## src/rtl/uart_tx_arbiter.sv

```systemverilog
`default_nettype none
// =============================================================================
// Module   : uart_tx_arbiter
// Purpose  : Round-robin, burst-limited arbiter sharing one UART transmitter.
//            Define UART_TX_ARB_STATS_EN to build the STAT_WORDS counter.
// Revision : 1.0 - initial release
// =============================================================================
module uart_tx_arbiter #(
    parameter int NUM_REQ      = 4,
    parameter int MAX_BURST    = 4,
    parameter int GUARD_CYCLES = 2
) (
    input  logic                   CLK,
    input  logic                   RST,
    input  logic [NUM_REQ-1:0]     REQ_VAL,
    input  logic [16*NUM_REQ-1:0]  REQ_DATA,
    input  logic [NUM_REQ-1:0]     REQ_LAST,
    output logic [NUM_REQ-1:0]     REQ_ACK,
    output logic [NUM_REQ-1:0]     GRANT,
    output logic [15:0]            TX_DATA,
    output logic                   TX_DATA_VAL,
    input  logic                   TX_BUSY,
    output logic [31:0]            STAT_WORDS
);

    localparam int         c_IDX_W      = $clog2(NUM_REQ);
    localparam logic [2:0] c_S_IDLE     = 3'd0;
    localparam logic [2:0] c_S_ARB      = 3'd1;
    localparam logic [2:0] c_S_SEND     = 3'd2;
    localparam logic [2:0] c_S_GUARD    = 3'd3;
    localparam logic [2:0] c_S_DRAIN    = 3'd4;
    localparam logic [7:0] c_MAX_BURST  = 8'(MAX_BURST);
    localparam logic [3:0] c_GUARD_LAST = 4'(GUARD_CYCLES - 1);

    logic [2:0]         r_state, w_state_nxt;
    logic [c_IDX_W-1:0] r_owner, w_owner_nxt;
    logic [c_IDX_W-1:0] r_last_owner, w_last_owner_nxt;
    logic [c_IDX_W-1:0] w_arb_idx;
    logic               w_arb_found;
    logic [7:0]         r_burst, w_burst_nxt;
    logic [3:0]         r_guard, w_guard_nxt;
    logic               r_last_flag, w_last_flag_nxt;
    logic [NUM_REQ-1:0] r_grant, w_grant_nxt;
    logic [NUM_REQ-1:0] r_ack, w_ack_nxt;
    logic [15:0]        r_tx_data, w_tx_data_nxt;
    logic               r_tx_val, w_tx_val_nxt;
    logic [15:0]        w_words [NUM_REQ];

    for (genvar g = 0; g < NUM_REQ; g++) begin : g_unpack
        assign w_words[g] = REQ_DATA[16*g +: 16];
    end

    // Rotating search that starts just after the previous owner.
    always_comb begin
        int j;
        j           = 0;
        w_arb_found = 1'b0;
        w_arb_idx   = '0;
        for (int k = 1; k <= NUM_REQ; k++) begin
            j = (int'(r_last_owner) + k) % NUM_REQ;
            if (!w_arb_found && REQ_VAL[j[c_IDX_W-1:0]]) begin
                w_arb_found = 1'b1;
                w_arb_idx   = j[c_IDX_W-1:0];
            end
        end
    end

    always_comb begin
        w_state_nxt      = r_state;
        w_owner_nxt      = r_owner;
        w_last_owner_nxt = r_last_owner;
        w_burst_nxt      = r_burst;
        w_guard_nxt      = r_guard;
        w_last_flag_nxt  = r_last_flag;
        w_grant_nxt      = r_grant;
        w_ack_nxt        = '0;
        w_tx_data_nxt    = r_tx_data;
        w_tx_val_nxt     = 1'b0;
        case (r_state)
            c_S_IDLE: begin
                if (|REQ_VAL) w_state_nxt = c_S_ARB;
            end
            c_S_ARB: begin
                w_grant_nxt = '0;
                if (w_arb_found) begin
                    w_owner_nxt            = w_arb_idx;
                    w_grant_nxt[w_arb_idx] = 1'b1;
                    w_burst_nxt            = '0;
                    w_state_nxt            = c_S_SEND;
                end else begin
                    w_state_nxt = c_S_IDLE;
                end
            end
            c_S_SEND: begin
                // A vanished owner request releases the grant even while busy.
                if (!REQ_VAL[r_owner]) begin
                    w_last_owner_nxt = r_owner;
                    w_state_nxt      = c_S_ARB;
                end else if (!TX_BUSY) begin
                    w_tx_data_nxt   = w_words[r_owner];
                    w_tx_val_nxt    = 1'b1;
                    w_ack_nxt       = r_grant;
                    w_last_flag_nxt = REQ_LAST[r_owner];
                    if (r_burst < c_MAX_BURST) w_burst_nxt = r_burst + 8'd1;
                    w_guard_nxt     = '0;
                    w_state_nxt     = c_S_GUARD;
                end
            end
            c_S_GUARD: begin
                if (r_guard == c_GUARD_LAST) w_state_nxt = c_S_DRAIN;
                else                         w_guard_nxt = r_guard + 4'd1;
            end
            c_S_DRAIN: begin
                if (!TX_BUSY) begin
                    if (r_last_flag || (r_burst == c_MAX_BURST)) begin
                        w_last_owner_nxt = r_owner;
                        w_state_nxt      = c_S_ARB;
                    end else begin
                        w_state_nxt = c_S_SEND;
                    end
                end
            end
            default: w_state_nxt = c_S_IDLE;
        endcase
    end

    always_ff @(posedge CLK) begin
        if (RST) begin
            r_state      <= c_S_IDLE;
            r_owner      <= '0;
            r_last_owner <= c_IDX_W'(NUM_REQ - 1);
            r_burst      <= '0;
            r_guard      <= '0;
            r_last_flag  <= 1'b0;
            r_grant      <= '0;
            r_ack        <= '0;
            r_tx_data    <= '0;
            r_tx_val     <= 1'b0;
        end else begin
            r_state      <= w_state_nxt;
            r_owner      <= w_owner_nxt;
            r_last_owner <= w_last_owner_nxt;
            r_burst      <= w_burst_nxt;
            r_guard      <= w_guard_nxt;
            r_last_flag  <= w_last_flag_nxt;
            r_grant      <= w_grant_nxt;
            r_ack        <= w_ack_nxt;
            r_tx_data    <= w_tx_data_nxt;
            r_tx_val     <= w_tx_val_nxt;
        end
    end

    assign REQ_ACK     = r_ack;
    assign GRANT       = r_grant;
    assign TX_DATA     = r_tx_data;
    assign TX_DATA_VAL = r_tx_val;

`ifdef UART_TX_ARB_STATS_EN
    logic [31:0] r_stat_words;
    always_ff @(posedge CLK) begin
        if (RST)           r_stat_words <= '0;
        else if (r_tx_val) r_stat_words <= r_stat_words + 32'd1;
    end
    assign STAT_WORDS = r_stat_words;
`else
    assign STAT_WORDS = 32'd0;
`endif

endmodule
`default_nettype wire

```

## config.mk

```make
export PLATFORM = sky130hd
export DESIGN_NAME = uart_tx_arbiter
export DESIGN_NICKNAME = d
export VERILOG_FILES = /design/src/rtl/uart_tx_arbiter.sv
export SDC_FILE = /design/constraint.sdc
export NUM_CORES = 1
export LEC_CHECK = 0
export CORE_MARGIN = 5
export CORE_UTILIZATION = 43
export DETAILED_ROUTE_END_ITERATION = 10
export GPL_TIMING_DRIVEN = 0
export PLACE_DENSITY = 0.86
export REMOVE_ABC_BUFFERS = 1
export SYNTH_ARGS = -nofsm -noshare
export SYNTH_HDL_FRONTEND = slang
export SYNTH_SLANG_ARGS = --single-unit
```

## constraint.sdc

```tcl
create_clock -name CLK -period 2.68 [get_ports CLK]
set_input_delay 0.536 -clock CLK [delete_from_list [all_inputs] [get_ports CLK]]
set_output_delay 0.536 -clock CLK [all_outputs]
set_load 0.01 [all_outputs]
```

==> results.tsv <==
metric	value	unit
Synth area leader	dfxtp_1	
initial core utilization	44.8	%
post-synth cell types	45	
synthesized instance count	269	
die area	7480	um^2
routed vias	2250	
outcome	finished clean	
count of pins over their slew limit	0	
Static Leakage	1.23	nW
Worst Setup Slack, final	0.253	ns
drt first pass iters	4	
post-synth top area share	35.8	%
R2R cell count	5	
Max-Cap Viols	0	
Int Power	1.24	mW
Hold Crit Class	reg2reg	
Comb power frac	31.5	%
Wirelength per Cell	15.0	um
Pwr Total	1.80	mW
crit path launch type	input pin	
share of layout cells above drive strength 1	9.67	%
Power Density	515	nW/um^2
Clk pwr share	22.4	%
# diodes	0	
setup TNS	0	ns
register area share after synthesis	35.8	%
Req. time, crit path	2.90	ns
post-place instance area	3390	um^2
DRC violations left	0	
Layout area overhead	38.6	%
Die Wd	86.5	um
vias in the first global route	2224	
Clock transition at path regs	0.08	ns
Critical Path End Type	register	
setup violators final	0	
number of buffers created by CTS	5	
Final Wtd Congestion	0.814	
Ports	132	
net switching power	0.559	mW
fin crit share	90.6	%
Iteration-0 DRC Markers	138	
final wirelength	6500	um
first-pass GRT wire length	10300	um
Post-synth EDFFs	0	
hpwl dp	4870	um
Root Buffer	clkbuf_8	
Slew Limit Headroom	44.7	%
vias per cell	5.18	
Mean Syn Cell Area	9.35	um^2
CTS tree	done	
sw frac	31.2	%
fin area	3490	um^2
Yosys reg bits	45	
Area contributors post-synth	dfxtp_1 36%, mux4_2 16%, buf_4 9.6%	
worst slack, placed	-0.837	ns
die height	86.5	um
Worst Setup Path Type	in2reg	
clk_skew	0.00343	ns
critical path peak fanout	19	
clock sink count	45	
Worst-Skew Late Latency	0.30	ns
maximum VDD drop	0.239	mV
initial antenna violation count	0	
top_reg_cell synth	dfxtp_1	
min cycle time layout	2.43	ns
number of synthesis warnings	0	
htree depth	2	
total grt overflow	0	
Least-Margin Pin Slew	0.825	ns
worst hold path depth	2	
total track usage	17.5	%
Hold Vio Cnt, Final	0	
CTS max path bufs	2	
Cell Rows	27	
antenna-violating nets left	0	
Reg power frac	46.1	%
Core Area	5610	um^2
Arr. time, crit path	2.64	ns
asr flop ratio synth	0	%
I/O Buffers	99	
Syn Std Cell Area	2510	um^2
final-stage net count	440	
RSZ-0062 raised after global routing	no	
Fmax	412	MHz
largest net degree at the start of global routing	37	
-- worst paths after layout --
check	start	to	slack [ns]
hold / removal	TX_DATA[3]	TX_DATA[3]	0.46
hold reg to reg	TX_DATA[3]	TX_DATA[3]	0.46
setup reg to reg	r_owner[1]	TX_DATA[7]	0.35
setup / recovery	REQ_VAL[2]	TX_DATA[7]	0.25
-- stage by stage --
| step | hold WS (ns) | std cells | util (%) |
|---|---|---|---|
| detailed placement | 0.447 | 424 | 60.4 |
| CTS | 0.461 | 433 | 62.1 |
| global route | 0.477 | 434 | 62.2 |
| global placement | 0.442 | 424 | 60.4 |
| floorplan | 0.430 | 253 | - |
| finish | 0.461 | 434 | 62.2 |
-- flip-flops by register name (all words and copies together) (netlist names) --
signal and cells:
REQ_ACK 4, r_guard 4, TX_DATA 16, r_owner 2, r_last_flag 1, TX_DATA_VAL 1
r_last_owner 2, r_burst 8, r_state 3, GRANT 4
-- what timing repair did --
item	in CTS	in global routing
gates resized for setup	4	0
pin swaps	0	0
hold endpoints to repair	0	0
gates cloned	1	0
hold buffers	0	0
setup buffers	0	1
endpoints found under the setup margin	30	1
-- layer usage --
metal	GRT usage, %	vias up	wire length (um)
met5	0	-	0
met4	6.94	0	124
met3	5.70	16	569
met2	32.5	112	3470
met1	17.9	1057	2340
li1	-	1065	-
-- critical path, stage by stage --
cell,delay (ns)
clkdlybuf4s50_1,0.55
mux4_2,0.33
and3_1,0.19
nor2b_2,0.69
nand2_1,0.16
a21oi_1,0.19
-- cell usage in the layout, fill, tap and decap left out, drive strengths merged, types with 4 or more instances in the layout --
cell / instances
a21oi: 28
and2: 9
clkbuf: 8
clkdlybuf4s50: 98
conb: 32
dfxtp: 45
ha: 4
inv: 7
mux4: 18
nand2: 43
nand3: 6
nor2: 15
nor2b: 5
nor3: 7
o21ai: 5
-- area by class of cell --
class                      count  area [um^2]
clock buffer                   8         80.1
inverter                       7         26.3
fill                         465         2120
multi-input combinational    202         1390
tap                           72         90.1
timing repair buffer         100          993
sequential                    45          906
-- power by group through the flow --
stage | clock network, mW | registers, mW | logic [mW]
2_1_floorplan | 0 | 0.822 | 0.335
3_3_place_gp | 0 | 0.837 | 0.540
3_5_place_dp | 0 | 0.840 | 0.555
4_1_cts | 0.410 | 0.831 | 0.563
5_1_grt | 0.438 | 0.847 | 0.613
6_report | 0.402 | 0.828 | 0.566
-- kinds of logic (layout without fill, tap and decap cells) --
group	count (synthesis)	count (layout)	share of synthesized area [%]
AOI/OAI and AO/OA	44	44	10.4
and+or+nand+nor	99	100	20.1
xor gates and xnor gates	3	3	1.04
muxes	19	19	16.5
other	1	32	0.149
buffers and inverters	54	115	14.0
adders and majority gates	4	4	1.99
DFF	45	45	35.8
-- cell usage after synthesis (2+ instances only) --
cell,number
nor3_2,2
o21ai_0,5
clkbuf_1,7
o22ai_1,2
dfxtp_1,45
ha_1,4
and2_1,9
xnor2_1,3
buf_2,4
nor2b_1,5
buf_6,3
a21oi_1,28
nand3_1,6
mux4_2,18
nand2_1,43
nand3b_1,2
nor2_1,14
nor3_1,5
buf_4,32
inv_1,7
Power figures use the tool's default switching activity.
